### config.mk
export PLATFORM = sky130hd
export DESIGN_NAME = branch_target_predictor_flat
export DESIGN_NICKNAME = d
export VERILOG_FILES = /design/src/rtl/branch_target_predictor_if.sv /design/src/rtl/branch_target_predictor.sv /design/src/flat_wrapper.sv
export SDC_FILE = /design/constraint.sdc
export NUM_CORES = 2
export LEC_CHECK = 0
export ABC_AREA = 1
export CORE_ASPECT_RATIO = 1.5
export CORE_MARGIN = 1.5
export CORE_UTILIZATION = 40
export CTS_BUF_LIST = sky130_fd_sc_hd__clkbuf_16
export DETAILED_ROUTE_END_ITERATION = 10
export GPL_TIMING_DRIVEN = 1
export HOLD_SLACK_MARGIN = 0.12
export PLACE_DENSITY = 0.56
export SLEW_MARGIN = 25
export SYNTH_ARGS = -nofsm -noshare
export SYNTH_HDL_FRONTEND = slang
export SYNTH_SLANG_ARGS = --single-unit
### constraint.sdc
create_clock -name clock -period 7.6 [get_ports clock]
set_input_delay 1.14 -clock clock [delete_from_list [all_inputs] [get_ports clock]]
set_output_delay 1.14 -clock clock [all_outputs]
set_load 0.05 [all_outputs]
### src/rtl/branch_target_predictor_if.sv
// Fetch-side lookup and Execute-side training bundle for the branch target predictor.
// master: pipeline (drives fetch/update, reads prediction); slave: predictor.
interface branch_target_predictor_if #(
  parameter int IDX_W  = 6,
  parameter int MISS_W = 16
);
  logic              enable;
  logic [31:0]       fetchAddress;
  logic              branchPredictValid;
  logic [31:0]       branchPredictData;
  logic [IDX_W-1:0]  predictIndex;
  logic              updateValid;
  logic [IDX_W-1:0]  updateIndex;
  logic [31:0]       updateAddress;
  logic              updateIsBranch;
  logic              updateTaken;
  logic [31:0]       updateTarget;
  logic              updateMispredict;
  logic [MISS_W-1:0] mispredictCount;

  modport master (
    output enable, fetchAddress,
    output updateValid, updateIndex, updateAddress,
    output updateIsBranch, updateTaken, updateTarget,
    output updateMispredict,
    input  branchPredictValid, branchPredictData,
    input  predictIndex, mispredictCount
  );

  modport slave (
    input  enable, fetchAddress,
    input  updateValid, updateIndex, updateAddress,
    input  updateIsBranch, updateTaken, updateTarget,
    input  updateMispredict,
    output branchPredictValid, branchPredictData,
    output predictIndex, mispredictCount
  );
endinterface

### src/rtl/branch_target_predictor.sv
// Tagged direct-mapped BTB with 2-bit counters, gshare indexing and a
// saturating mispredict counter. Ports: clock, reset, bus (slave modport).
module branch_target_predictor #(
  parameter int         ENTRIES      = 64,
  parameter int         TAG_BITS     = 8,
  parameter int         HISTORY_BITS = 4,
  parameter logic [1:0] COUNTER_INIT = 2'b01,
  parameter int         MISS_W       = 16
) (
  input logic clock,
  input logic reset,
  branch_target_predictor_if.slave bus
);
  localparam int IDX_W = $clog2(ENTRIES);

  logic [ENTRIES-1:0]  valid;
  logic [1:0]          ctr [ENTRIES];
  logic [TAG_BITS-1:0] tagMem [ENTRIES];
  logic [31:0]         targetMem [ENTRIES];

  logic [IDX_W-1:0]    ghrExt;
  logic [IDX_W-1:0]    fetchIdx;
  logic [IDX_W-1:0]    updIdx;
  logic [TAG_BITS-1:0] fetchTag;
  logic [TAG_BITS-1:0] updTag;
  logic                fetchHit;
  logic                updMatch;
  logic                branchUpd;
  logic [MISS_W-1:0]   missCount;
  logic                unusedAddr;

  assign unusedAddr = ^{bus.fetchAddress, bus.updateAddress};

  assign fetchTag = bus.fetchAddress[IDX_W+TAG_BITS+1:IDX_W+2];
  assign fetchIdx = bus.fetchAddress[IDX_W+1:2] ^ ghrExt;
  assign fetchHit = valid[fetchIdx] && (tagMem[fetchIdx] == fetchTag);

  assign bus.predictIndex       = fetchIdx;
  assign bus.branchPredictValid = bus.enable && fetchHit && ctr[fetchIdx][1];
  assign bus.branchPredictData  = fetchHit ? targetMem[fetchIdx] : 32'd0;
  assign bus.mispredictCount    = missCount;

  assign updIdx    = bus.updateIndex;
  assign updTag    = bus.updateAddress[IDX_W+TAG_BITS+1:IDX_W+2];
  assign updMatch  = valid[updIdx] && (tagMem[updIdx] == updTag);
  assign branchUpd = bus.updateValid && bus.updateIsBranch;

  // Global history; with zero length the index degenerates to bimodal.
  if (HISTORY_BITS == 0) begin : gNoHist
    assign ghrExt = '0;
  end else begin : gHist
    logic [HISTORY_BITS-1:0] ghr;
    logic [HISTORY_BITS:0]   ghrShift;

    assign ghrShift = {ghr, bus.updateTaken};
    assign ghrExt   = IDX_W'(ghr);

    always_ff @(posedge clock or posedge reset) begin
      if (reset) begin
        ghr <= '0;
      end else if (branchUpd) begin
        ghr <= ghrShift[HISTORY_BITS-1:0];
      end
    end
  end

  // Valid bits, counters and miss count carry reset state.
  always_ff @(posedge clock or posedge reset) begin
    if (reset) begin
      valid     <= '0;
      missCount <= '0;
      for (int i = 0; i < ENTRIES; i++) begin
        ctr[i] <= COUNTER_INIT;
      end
    end else if (bus.updateValid) begin
      if (!bus.updateIsBranch) begin
        valid[updIdx] <= 1'b1;
        ctr[updIdx]   <= 2'b11;
      end else if (updMatch) begin
        if (bus.updateTaken) begin
          if (ctr[updIdx] != 2'b11) begin
            ctr[updIdx] <= ctr[updIdx] + 2'd1;
          end
        end else if (ctr[updIdx] != 2'b00) begin
          ctr[updIdx] <= ctr[updIdx] - 2'd1;
        end
      end else if (bus.updateTaken) begin
        valid[updIdx] <= 1'b1;
        ctr[updIdx]   <= 2'b10;
      end
      if (bus.updateMispredict && (missCount != '1)) begin
        missCount <= missCount + 1'b1;
      end
    end
  end

  // Tag/target need no reset: they are only observed through valid.
  // Any taken update (jump, retrain or allocate) writes both.
  always_ff @(posedge clock) begin
    if (bus.updateValid && !reset) begin
      if (!bus.updateIsBranch || bus.updateTaken) begin
        tagMem[updIdx]    <= updTag;
        targetMem[updIdx] <= bus.updateTarget;
      end
    end
  end
endmodule
### src/flat_wrapper.sv
// flat-port wrapper written by rule: the top's interface ports become plain ports
module branch_target_predictor_flat 
#(
  parameter int         ENTRIES      = 64,
  parameter int         TAG_BITS     = 8,
  parameter int         HISTORY_BITS = 4,
  parameter logic [1:0] COUNTER_INIT = 2'b01,
  parameter int         MISS_W       = 16
)
  (clock, reset, bus_enable, bus_fetchAddress, bus_updateValid, bus_updateIndex, bus_updateAddress, bus_updateIsBranch, bus_updateTaken, bus_updateTarget, bus_updateMispredict, bus_branchPredictValid, bus_branchPredictData, bus_predictIndex, bus_mispredictCount);
  branch_target_predictor_if #(.MISS_W(MISS_W)) bus_i ();
  input logic clock;
  input logic reset;
  input wire logic [$bits(bus_i.enable)-1:0] bus_enable;
  input wire logic [$bits(bus_i.fetchAddress)-1:0] bus_fetchAddress;
  input wire logic [$bits(bus_i.updateValid)-1:0] bus_updateValid;
  input wire logic [$bits(bus_i.updateIndex)-1:0] bus_updateIndex;
  input wire logic [$bits(bus_i.updateAddress)-1:0] bus_updateAddress;
  input wire logic [$bits(bus_i.updateIsBranch)-1:0] bus_updateIsBranch;
  input wire logic [$bits(bus_i.updateTaken)-1:0] bus_updateTaken;
  input wire logic [$bits(bus_i.updateTarget)-1:0] bus_updateTarget;
  input wire logic [$bits(bus_i.updateMispredict)-1:0] bus_updateMispredict;
  output wire logic [$bits(bus_i.branchPredictValid)-1:0] bus_branchPredictValid;
  output wire logic [$bits(bus_i.branchPredictData)-1:0] bus_branchPredictData;
  output wire logic [$bits(bus_i.predictIndex)-1:0] bus_predictIndex;
  output wire logic [$bits(bus_i.mispredictCount)-1:0] bus_mispredictCount;
  assign bus_i.enable = bus_enable;
  assign bus_i.fetchAddress = bus_fetchAddress;
  assign bus_i.updateValid = bus_updateValid;
  assign bus_i.updateIndex = bus_updateIndex;
  assign bus_i.updateAddress = bus_updateAddress;
  assign bus_i.updateIsBranch = bus_updateIsBranch;
  assign bus_i.updateTaken = bus_updateTaken;
  assign bus_i.updateTarget = bus_updateTarget;
  assign bus_i.updateMispredict = bus_updateMispredict;
  assign bus_branchPredictValid = bus_i.branchPredictValid;
  assign bus_branchPredictData = bus_i.branchPredictData;
  assign bus_predictIndex = bus_i.predictIndex;
  assign bus_mispredictCount = bus_i.mispredictCount;
  branch_target_predictor #(.ENTRIES(ENTRIES), .TAG_BITS(TAG_BITS), .HISTORY_BITS(HISTORY_BITS), .COUNTER_INIT(COUNTER_INIT), .MISS_W(MISS_W)) u_core (.clock(clock), .reset(reset), .bus(bus_i));
endmodule
==> impl_results.md <==
- Worst Path Arrival: around 5.8 ns
- First-pass GRT wire length: ~640000 um
- CTS root buf: clkbuf_16
- Die W: between 400 and 500 um
- DRC viols: 0
- Pwr per Cell Area: between 200 and 300 nW/um2
- Met1 wire length: about 170000 um
- Seq cells post-synth: roughly 2.8k
- Post-CTS Resized: 0
- Combinational fraction of design power: ~17%
- Initial antenna violation count: 35
- Most frequent cells in the layout: nand2_1, edfxtp_1, nand3_1, inv_1, nor2_1
- Worst slew pin tran: 1.18 ns
- Fraction of registers with async set/reset: 7.65%
- CTS tree: yes
- Cell area after synthesis: roughly 120000 um2
- Critical Path Source Type: input pin
- Uppermost layer routed: met5
- Total Wirelength: roughly 450000 um
- Area Overhead vs Synth: 14.1%
- Avg Synthesized Cell Area: 10.0 um2
- Crit Path Category: in2out
- H-tree Lvls: 5
- Die ar.: about 310000 um2
- Synth Instances: 12.3k
- Met2 WL: around 210000 um
- Slew headroom: between 20% and 30%
- Worst-Skew Late Latency: 0.89 ns
- Setup TNS: 0 ns
- GRT Overall Usage: 27.7%
- P_sw: between 10 and 15 mW
- Routed wire per std cell: approximately 27 um
- RSZ-0062 raised after global routing: no
- Inserted Clock Buffers: between 200 and 300
- Pleak: 53.2 nW
- Commonest non-fill, non-tap cell in the layout: nand2_1
- Max FO, Critical Path: between 50 and 60
- Cell internal pwr: between 20 and 30 mW
- Ports: between 150 and 200
- WL met3: 37400 um
- Final Power: roughly 38 mW
- Tcrit/Tclk final: between 90 and 100%
- Skew final: about 0.06 ns
- Status: finished clean
- Final ANT Viol Nets: 0
- Final nets: approximately 12k
- Setup Buffers After CTS: 0
- Port Buffer Count: 121
- Vias: between 90k and 100k
- CTS Sinks: 2772
- Design Area, Final: ~140000 um2
- Util after Layout: between 40 and 50%
- Final Hold Fails: 0
- Commonest register cell after synthesis: edfxtp_1
- Syn Nets: 12.5k
- Final-report max-slew violation count: 0
- Seq/Total Area, Yosys: 66.4%
- Critical Path RT: 6.46 ns
- DR iter-0 viols: approximately 11k
- Post-DP HPWL: between 200000 and 250000 um
- Number of max-cap violations: 0
- Yosys warns: 0
- Crit end category: output pin
- Layout cells sized above 1: 8.62%
- # rows: 250
- GPL Wtd Cong: between 0.8 and 0.9
- Via/cell ratio: about 5.8
- Die boundary height: a little under 700 um
- Part of the power in registers: 45.5%
- Net Sw Frac: 28.8%
- F_max: ~140 MHz
- Min Tclk post-route: 6.94 ns
- Hold buffers post-CTS: 0
- Yosys cell types: 42
- Largest net degree at the start of global routing: between 200 and 250
- CTS clock-pin slew for the worst setup and hold paths: around 0.06 ns
- Final setup viols: 0
- First-pass iteration count of the detailed router: 8
- Initial Utilization: 40.1%
- CORE AREA: approximately 310000 um2
- Maximum root-to-sink buffer count: 4
- Vias in the first global route: between 90k and 100k
- Placed Area: approximately 130000 um2
- Post-synth EDFFs: about 2.6k
- Clock group share of total power: 37.3%
- Hold Path Class: reg2reg
- VDD IR-drop max: between 200 and 250 uV
- Grt total ovfl: 0
## per-stage QoR
step           instances  hold slack, ns  worst slack (ns)
2_1_floorplan      12338           0.436              1.20
3_3_place_gp       16041           0.448             0.734
3_5_place_dp       16045           0.455             0.790
4_1_cts            16534           0.470             0.759
5_1_grt            16548           0.486             0.581
6_report           16553           0.470             0.659
## critical path: stages
cell	delay, ns
clkdlybuf4s50_1	0.50
nand2_1	0.11
nand2_4	0.40
buf_12	0.33
o21ai_0	0.12
o21ai_0	0.24
o211ai_1	0.13
nand3_1	0.13
nand3_1	0.28
nand2_1	0.15
nand2_1	0.06
nand2_1	0.20
nand3_2	0.63
nor3_1	1.05
buf_12	0.23
## registers in the layout (all words and copies together) (netlist names)
register / cells
u_core.bus.mispredictCount: 16
u_core.tagMem: 512
u_core.gHist.ghr: 4
u_core.valid: 64
u_core.targetMem: 2048
u_core.ctr: 128
## kinds of logic (layout without fill, tap and decap cells)
group	Yosys count	after routing	share of synthesized area (%)
other	0	17	0
AOI/OAI and AO/OA	737	737	3.71
buffers and inverters	1381	1547	4.34
and+or+nand+nor	7427	7427	25.4
adders and majority gates	3	3	0.0303
xor gates and xnor gates	18	18	0.127
DFF	2772	2772	66.4
## per-layer routing
metal	vias to the layer above	GRT usage [%]
met1	47500	34.0
li1	42408	-
met5	-	0
met2	5045	46.0
met4	12	16.7
met3	1286	4.50
## worst paths after layout
kind | end | slack, ns | from | depth (start not counted)
max | bus_branchPredictData[22] | 0.66 | bus_fetchAddress[2] | 15
min | u_core.valid[33] | 0.47 | u_core.valid[33] | 2
max reg2reg | u_core.ctr[117] | 3.68 | u_core.valid[31] | 21
min reg2reg | u_core.valid[33] | 0.47 | u_core.valid[33] | 2
max in group asynchronous | u_core.ctr[59] | 5.70 | reset | 3
min in group asynchronous | u_core.ctr[89] | 0.62 | reset | 2
## power groups by stage
| stage | Combinational, mW | Clock [mW] | Sequential, mW |
|---|---|---|---|
| after global routing | 7.04 | 14.8 | 17.1 |
| after detailed placement | 6.41 | 0 | 17.4 |
| after global placement | 6.34 | 0 | 17.4 |
| final | 6.50 | 14.1 | 17.1 |
| after floorplan | 3.91 | 0 | 17.4 |
| after CTS | 6.43 | 14.2 | 17.1 |
## cell usage after synthesis (3+ instances only)
library cell / instances / area (um2)
xor2_1: 6 / 52.6
nor2_1: 530 / 1990
buf_1: 73 / 274
nand2_1: 4205 / 15800
inv_2: 9 / 33.8
o211ai_1: 181 / 1360
a31o_2: 27 / 236
a22oi_1: 12 / 90.1
or2_1: 4 / 25.0
o21ai_0: 286 / 1430
a21oi_1: 53 / 265
o22ai_1: 45 / 282
nor2_2: 3 / 18.8
edfxtp_1: 2560 / 76900
or2_2: 29 / 181
buf_2: 130 / 651
o2111ai_1: 7 / 61.3
ha_1: 3 / 37.5
o221ai_1: 10 / 87.6
dfrtp_1: 148 / 3700
a221oi_1: 10 / 87.6
o31ai_1: 38 / 285
nand3_1: 2540 / 12700
nor3_1: 41 / 205
xnor2_1: 12 / 105
clkinv_1: 5 / 18.8
nand4_1: 63 / 394
dfstp_2: 64 / 1680
nand2_2: 4 / 25.0
clkbuf_1: 617 / 2320
o311ai_0: 5 / 43.8
buf_4: 7 / 52.6
o21ai_1: 50 / 250
or2_0: 4 / 25.0
o32ai_1: 8 / 70.1
inv_1: 540 / 2030
## layout make-up
class / count / area [um2]
fill: 28174 / 167000
antenna: 17 / 42.5
clock buffer: 295 / 7380
multi-input combinational: 8185 / 36800
sequential: 2772 / 82300
inverter: 554 / 2120
tap: 4032 / 5040
clock inverter: 194 / 1690
timing repair buffer: 504 / 5930
(Power assumes the default switching activity.)
